**config.mk**
```make
export PLATFORM = sky130hd
export DESIGN_NAME = divisor
export DESIGN_NICKNAME = d
export VERILOG_FILES = /design/src/rtl/divisor.sv
export SDC_FILE = /design/constraint.sdc
export NUM_CORES = 1
export LEC_CHECK = 0
export ABC_AREA = 1
export BUFFER_PORTS_ARGS = -buffer_cell sky130_fd_sc_hd__buf_2
export CORE_AREA = 8 8 45 47
export DETAILED_ROUTE_END_ITERATION = 7
export DIE_AREA = 0 0 53 55
export PLACE_DENSITY_LB_ADDON = 0.25
export SLEW_MARGIN = 15
export SYNTH_ARGS = -nofsm -noshare
export SYNTH_HDL_FRONTEND = slang
export SYNTH_SLANG_ARGS = --single-unit
```
**constraint.sdc**
```tcl
create_clock -name clk -period 1.2 [get_ports clk]
set_input_delay 0.24 -clock clk [delete_from_list [all_inputs] [get_ports clk]]
set_output_delay 0.24 -clock clk [all_outputs]
set_load 0.05 [all_outputs]
```
**src/rtl/divisor.sv**
```systemverilog
// Clock divider: produces a 50% duty square wave at Frequency from a Reference_Colcck input clock.
// A counter spans one half period; the registered flag toggles each time the counter wraps.
module divisor #(
  parameter int Frequency        = 1_000_000,
  parameter int Reference_Colcck = 50_000_000
) (
  input  logic clk,
  input  logic reset,
  output logic flag
);

  // Half period in input clock cycles; guarded so a zero Frequency reaches the check below.
  localparam int HALF = (Frequency > 0) ? Reference_Colcck / (2 * Frequency) : 0;
  localparam int CW   = (HALF > 1) ? $clog2(HALF) : 1;
  localparam logic [CW-1:0] LAST = CW'(HALF - 1);

  if (Frequency == 0 || HALF < 1) begin : g_bad_params
    $error("divisor: Frequency must be nonzero and at most Reference_Colcck/2");
  end

  logic [CW-1:0] count;

  // Counts above LAST cannot occur in normal operation; they clear without toggling flag.
  always_ff @(posedge clk) begin
    if (reset) begin
      count <= '0;
      flag  <= 1'b0;
    end else if (count == LAST) begin
      count <= '0;
      flag  <= ~flag;
    end else if (count < LAST) begin
      count <= count + CW'(1);
    end else begin
      count <= '0;
    end
  end

endmodule

```
# ---- Word-level counts from Yosys, hierarchy flattened
# Cells that the tools add are included.
# W data, S select, Z words.
dict set report word_totals {
  register_bits 6
  wordCells 8
  in_bits 2
  out_inout_bits 1
}
dict set report op_classes {
  n_addsub 1
  n_bitwise 2
  n_eq_ne 1
  n_reduce_logical 1
  order_cmp 1
}
# operator count
set op_table {}
lappend op_table {{$add A5 B1 Y5 const B} 1}
lappend op_table {{$eq A5 B5 Y1 const B} 1}
lappend op_table {{$lt A5 B5 Y1 const B} 1}
lappend op_table {{$reduce_or A3 Y1} 1}
lappend op_table {{$not A1 Y1} 2}

# ---- Longest topological paths before layout
# Gate-level depths: netlist of the first run.
dict set report depth {
  ltp_word 3
  depth_mapped 7
  depth_no_buf 7
}

# ---- Worst setup path before layout of the first run
# Ideal clock, no wire load.
dict set report synth_path {
  kind {flip-flop to flip-flop}
  startpoint {register flag}
  endpoint {register flag}
  stages_incl_launch_ff 4
  setup_ns 0.117
  arrival_ns 0.849
  setup_slack_ns 0.235
  required_ns 1.083
  cell_sequence {dfxtp_1 -> nand3_1 -> nand2_1 -> nor2_1}
}
dict set report synth_between {
  elab_chain_cells 1
}
# element line
set synth_rtl {}
lappend synth_rtl {{from (decl)} 9} ;# output logic flag
lappend synth_rtl {{from (signal assigned)} 30} ;# flag <= ~flag;
lappend synth_rtl {{$not A1 Y1} 30}
# Every way passes these cells.
# A chain may end at the register's enable or synchronous reset.

# ---- Worst setup path after layout of the first run
dict set report layout_path {
  startpoint {register flag}
  endpoint {output flag}
}
# No word-level cell between the ends.

==> results of run 1 <==
synthesized netlist by cell type:
cell type / instances
a21oi_1: 2
nand2_1: 4
inv_1: 8
dfxtp_1: 6
nor3_1: 1
nand2_2: 2
nor2_1: 5
inv_2: 1
ha_1: 2
a21oi_2: 1
nand3_1: 2
nand4_1: 1
per-layer routing:
layer  wire length, µm  GRT usage, %  vias to the layer above
li1                  -             -                      115
met1               201          3.50                       88
met2               161          3.71                        3
met3                42          2.67                        2
met4                12          6.47                        0
met5                 0             0                        -
worst min-delay path by stage:
stage                     startpoint       end  slack (ns)
final                          reset      flag        0.26
after detailed placement    count[4]  count[4]        0.46
after floorplan                reset      flag        0.41
after CTS                      reset      flag        0.26
after global placement      count[0]  count[0]        0.46
after global routing           reset      flag        0.27
flip-flops by register name, summed over array words and instances, names as in the netlist:
name,cells
flag,1
count,5
power by group through the flow:
stage | clock (mW) | sequential, mW | combinational [mW]
2_1_floorplan | 0 | 0.219 | 0.0238
3_3_place_gp | 0 | 0.221 | 0.0296
3_5_place_dp | 0 | 0.221 | 0.0296
4_1_cts | 0.199 | 0.217 | 0.0298
5_1_grt | 0.206 | 0.218 | 0.0366
6_report | 0.184 | 0.217 | 0.0286
logic make-up after synthesis:
family | count (synthesis) | synth area share [%]
flops | 6 | 45.3
simple gates | 15 | 25.5
buf+inv | 9 | 12.7
compound gates | 3 | 7.08
fa+ha+maj | 2 | 9.43
cell type report:
| type | instances | area [µm²] | share of cell area [%] |
|---|---|---|---|
| sequential | 6 | 120 | 37.8 |
| tap | 16 | 20.0 | 6.30 |
| multi-input combinational | 20 | 111 | 35.0 |
| timing repair buffer | 2 | 10.0 | 3.15 |
| clock buffer | 3 | 22.5 | 7.09 |
| inverter | 9 | 33.8 | 10.6 |
==> qor.yml, run 1 <==
ir_drop_mv: 0.400
grt_pass1_vias: 173
groute.usage.overall_pct: 3.66
drive_gt1_share_pct: 22.5
leakage_nw: 0.151
vias_per_cell: 3.71
synth_area_um2: 265
hold_viol: 0
drt_iter0_markers: 1
io_pins: 3
yosysTopAreaCell: "dfxtp_1"
ys_seq_area_share_pct: 45.3
worst_setup_path_end_kind: "primary output"
maxSlewViolCount: 0
synth_cells: 35
post-route-min-period_ns: 1.08
yosysUniqueCellTypes: 12
cp-start-kind: "flop"
post-route-period-util_pct: 90.2
cts_max_level: 1
hpwl_um: 330
drc: 0
antenna_found_initial: 0
port_buffers: 2
max_cap_viol_count: 0
clock-sinks: 6
p_int_uw: 334
rr_startpoint: "count[0]"
slowest_delay_ns: 0.33
fin_util_pct: 23.0
crit_type: "flop to primary output"
grt_max_degree: 6
routedWlPerCell_um: 7.46
clk_pin_slew_ns: 0.05
final_common_cell: "inv_1"
nNetsFinal: 46
cellPowerDensity_nw_per_um2: 1350
switching_share_pct: 22.4
wl_um: 418
cp_top_family: "flip-flops"
antenna_cells: 0
whs_path_depth: 4
clk_latency_ns: 0.24
die_area_um2: 2920
netlist.area_leader.share_pct: 45.3
start_util_pct: 19.2
dieHeight_um: 55
fillCellCount: 157
ys_seq_elements: 6
worstMarginPinSlew_ns: 0.251
clockRootBuffer: "clkbuf_4"
post-cts-setup-buffer-count: 0
overflow: 0
switching_power_uw: 96.5
power_frac_clock_pct: 42.8
numCtsBuffers: 3
rr_endpoint: "flag"
rsz0062_at_grt: "false"
grt_pass1_wl_um: 662
max_freq_ghz: 0.924
synth_warnings: 0
dp_slack_ns: 0.183
synthesis.nets: 39
die_x_um: 53
postCtsHoldBufs: 0
areaGrowthSynthToFinish_pct: 19.8
setup_ws_ns: 0.117
fin_skew_ns: 0.00186
detail_route.first_pass.iterations: 2
worstHoldPathType: "input port to flop"
design_area_um2: 318
worstRegToRegCells: 6
cts_tree: "built"
ant_nets: 0
syn_avg_cell_area_um2: 7.58
p_comb_share_pct: 6.6
total_power_uw: 430
synth.top_cells.by_area: "dfxtp_1 (45%), inv_1 (11%), ha_1 (9.4%), nor2_1 (7.1%), nand2_1 (5.7%)"
cts_buffer_depth: 2
slew_headroom_pct: 83.4
crit_chain: "buf_2"
fin_tns_setup_ns: 0
p_seq_share_pct: 50.5
crit_path_end: "flag"
r2r_slack_ns: 0.20
route.vias.total: 208
final_cell_mix: "inv_1 (8), dfxtp_1 (6), nor2_1 (5)"
crit_buf_inv: 1
crit_cells: 1
setup_viol: 0
required_ns: 0.96
placed_cell_area_um2: 295
place.gp.congestion: 0.669
cts_resized: 0
row_count: 14
core_um2: 1380
hold_ws_ns: 0.257
cp.arrival_ns: 0.84
post-place-cells: 53
final_cells: 56
path_max_fanout: 3
cp-startpoint: "flag"
status: "complete, no violations"
crit_slowest_cell: "dfxtp_1"
(Power assumes the default switching activity.)
==> run 2, diff against run 1 <==
clock period = 0.97 ns   (was 1.2 ns; I/O delays follow)
==> qor.yml, run 2 (synthesized netlist as in run 1, its figures left out) <==
die_x_um: 53  # unchanged
cp_top_family: "flip-flops"
port_buffers: 2  # unchanged
drive_gt1_share_pct: 58.1  # +36 points
status: "complete, no violations"
fin_tns_setup_ns: 0  # unchanged
design_area_um2: 398  # +25%
rr_startpoint: "count[0]"
slew_headroom_pct: 85.1  # +1.7 points
max_cap_viol_count: 0  # unchanged
path_max_fanout: 3  # unchanged
crit_type: "flop to primary output"
ant_nets: 0  # unchanged
numCtsBuffers: 3  # unchanged
clk_pin_slew_ns: 0.05  # about the same
clockRootBuffer: "clkbuf_4"
dieHeight_um: 55  # unchanged
areaGrowthSynthToFinish_pct: 50.0
rsz0062_at_grt: "true"
regArea_um2: 124  # +3.1%
cp.arrival_ns: 0.75  # -0.09 ns
clock-sinks: 6  # unchanged
placed_cell_area_um2: 310  # +5.1%
wl_um: 499  # +19%
hold_start: "reset"
antenna_cells: 0  # unchanged
place.gp.congestion: 0.628  # -6.1%
cts_tree: "built"
route.vias.total: 228  # +9.6%
hold_viol: 0  # unchanged
slowest_delay_ns: 0.35  # +0.02 ns
worst_setup_path_end_kind: "primary output"
overflow: 0  # unchanged
ir_drop_mv: 0.591  # +48%
worstHoldPathType: "input port to flop"
routedWlPerCell_um: 8.46  # +13%
antenna_found_initial: 0  # unchanged
largestRegisters: "count x5, flag x1"
maxSlewViolCount: 0  # unchanged
drc: 0  # unchanged
fin_util_pct: 28.8  # +5.8 points
max_freq_ghz: 1.06
required_ns: 0.78  # -0.18 ns
grt_pass1_wl_um: 841  # +27%
post-route-min-period_ns: 0.942
grt_pass1_vias: 226  # +31%
clk_latency_ns: 0.24  # about the same
dp_slack_ns: 0.00290  # -0.180 ns
cp-startpoint: "flag"
setup_viol: 0  # unchanged
setup_ws_ns: 0.0281  # -0.0891 ns
final_common_cell: "inv_2"
final_cell_mix: "inv_2 (5), inv_1 (4), nor2_1 (4)"
core_um2: 1380  # unchanged
leakage_nw: 0.168  # +11%
largest_reg_flops: 5  # unchanged
io_pins: 3  # unchanged
cp-start-kind: "flop"
postCtsHoldBufs: 0  # unchanged
grt_max_degree: 6  # unchanged
post-route-period-util_pct: 97.1
groute.usage.overall_pct: 4.43  # +0.77 points
row_count: 14  # unchanged
cts_max_level: 1  # unchanged
fillCellCount: 158  # +0.64%
nNetsFinal: 49  # +6.5%
vias_per_cell: 3.86  # +4.0%
drt_iter0_markers: 3  # +2
cellPowerDensity_nw_per_um2: 1470  # +8.7%
worstMarginPinSlew_ns: 0.223  # -0.0273 ns
start_util_pct: 19.2  # unchanged
die_area_um2: 2920  # unchanged
fin_skew_ns: 0.00178  # -0.0000813 ns
cts_buffer_depth: 2  # unchanged
post-place-cells: 55  # +3.8%
crit_slowest_cell: "dfxtp_2"
final_cells: 59  # +5.4%
crit_chain: "buf_8"
crit_buf_inv: 1  # unchanged
detail_route.first_pass.iterations: 2  # unchanged
regMostFlops: "count"
hpwl_um: 341  # +3.2%
multi_input_area_um2: 155  # +39%
-- run 2: cell types whose count changed in the layout (fill, tap and decap cells not counted), sizes merged --
cell | previous run | this run
buf | 2 | 5
-- run 2: stage by stage --
step                hold WS, ns  power [mW]
floorplan                 0.360       0.301
global placement          0.465       0.320
detailed placement        0.459       0.320
CTS                       0.189       0.564
global route              0.201       0.631
finish                    0.191       0.586
-- run 2: worst paths after layout --
kind | end | slack [ns] | cells after the start
max | flag | 0.03 | 1
min | flag | 0.19 | 4
max reg2reg | flag | 0.04 | 7
min reg2reg | count[4] | 0.47 | 2
-- run 2: tightest hold or removal path: stages --
cell and delay, ns:
buf_2 0.07, inv_1 0.05, nand2_1 0.05, nor2_1 0.03
-- run 2: final cells by class --
cell class	instances	share of cell area, %
Clock buffer	3	5.66
Inverter	9	8.49
Multi-Input combinational cell	20	39.0
Sequential cell	6	31.1
Tap cell	16	5.03
Timing Repair Buffer	5	10.7
-- run 2: timing repair --
action	in CTS	in global routing
gates resized for setup	4	15
pin swaps	0	5
endpoints found under the hold margin	0	0
buffers inserted	0	1
endpoints found under the setup margin	2	1
-- run 2: report_power, final --
group / leakage, nW / internal, mW / switching, mW / total [mW]
Sequential: 0.0500 / 0.259 / 0.0115 / 0.271
Clock: 0.0138 / 0.140 / 0.0925 / 0.233
Combinational: 0.104 / 0.0422 / 0.0398 / 0.0820
-- run 2: layer usage --
metal / vias up / GRT usage (%) / wire length [µm]
li1: 121 / - / -
met1: 96 / 3.81 / 199
met2: 6 / 6.05 / 216
met3: 5 / 5.08 / 64
met4: 0 / 2.59 / 17
met5: - / 0 / 0
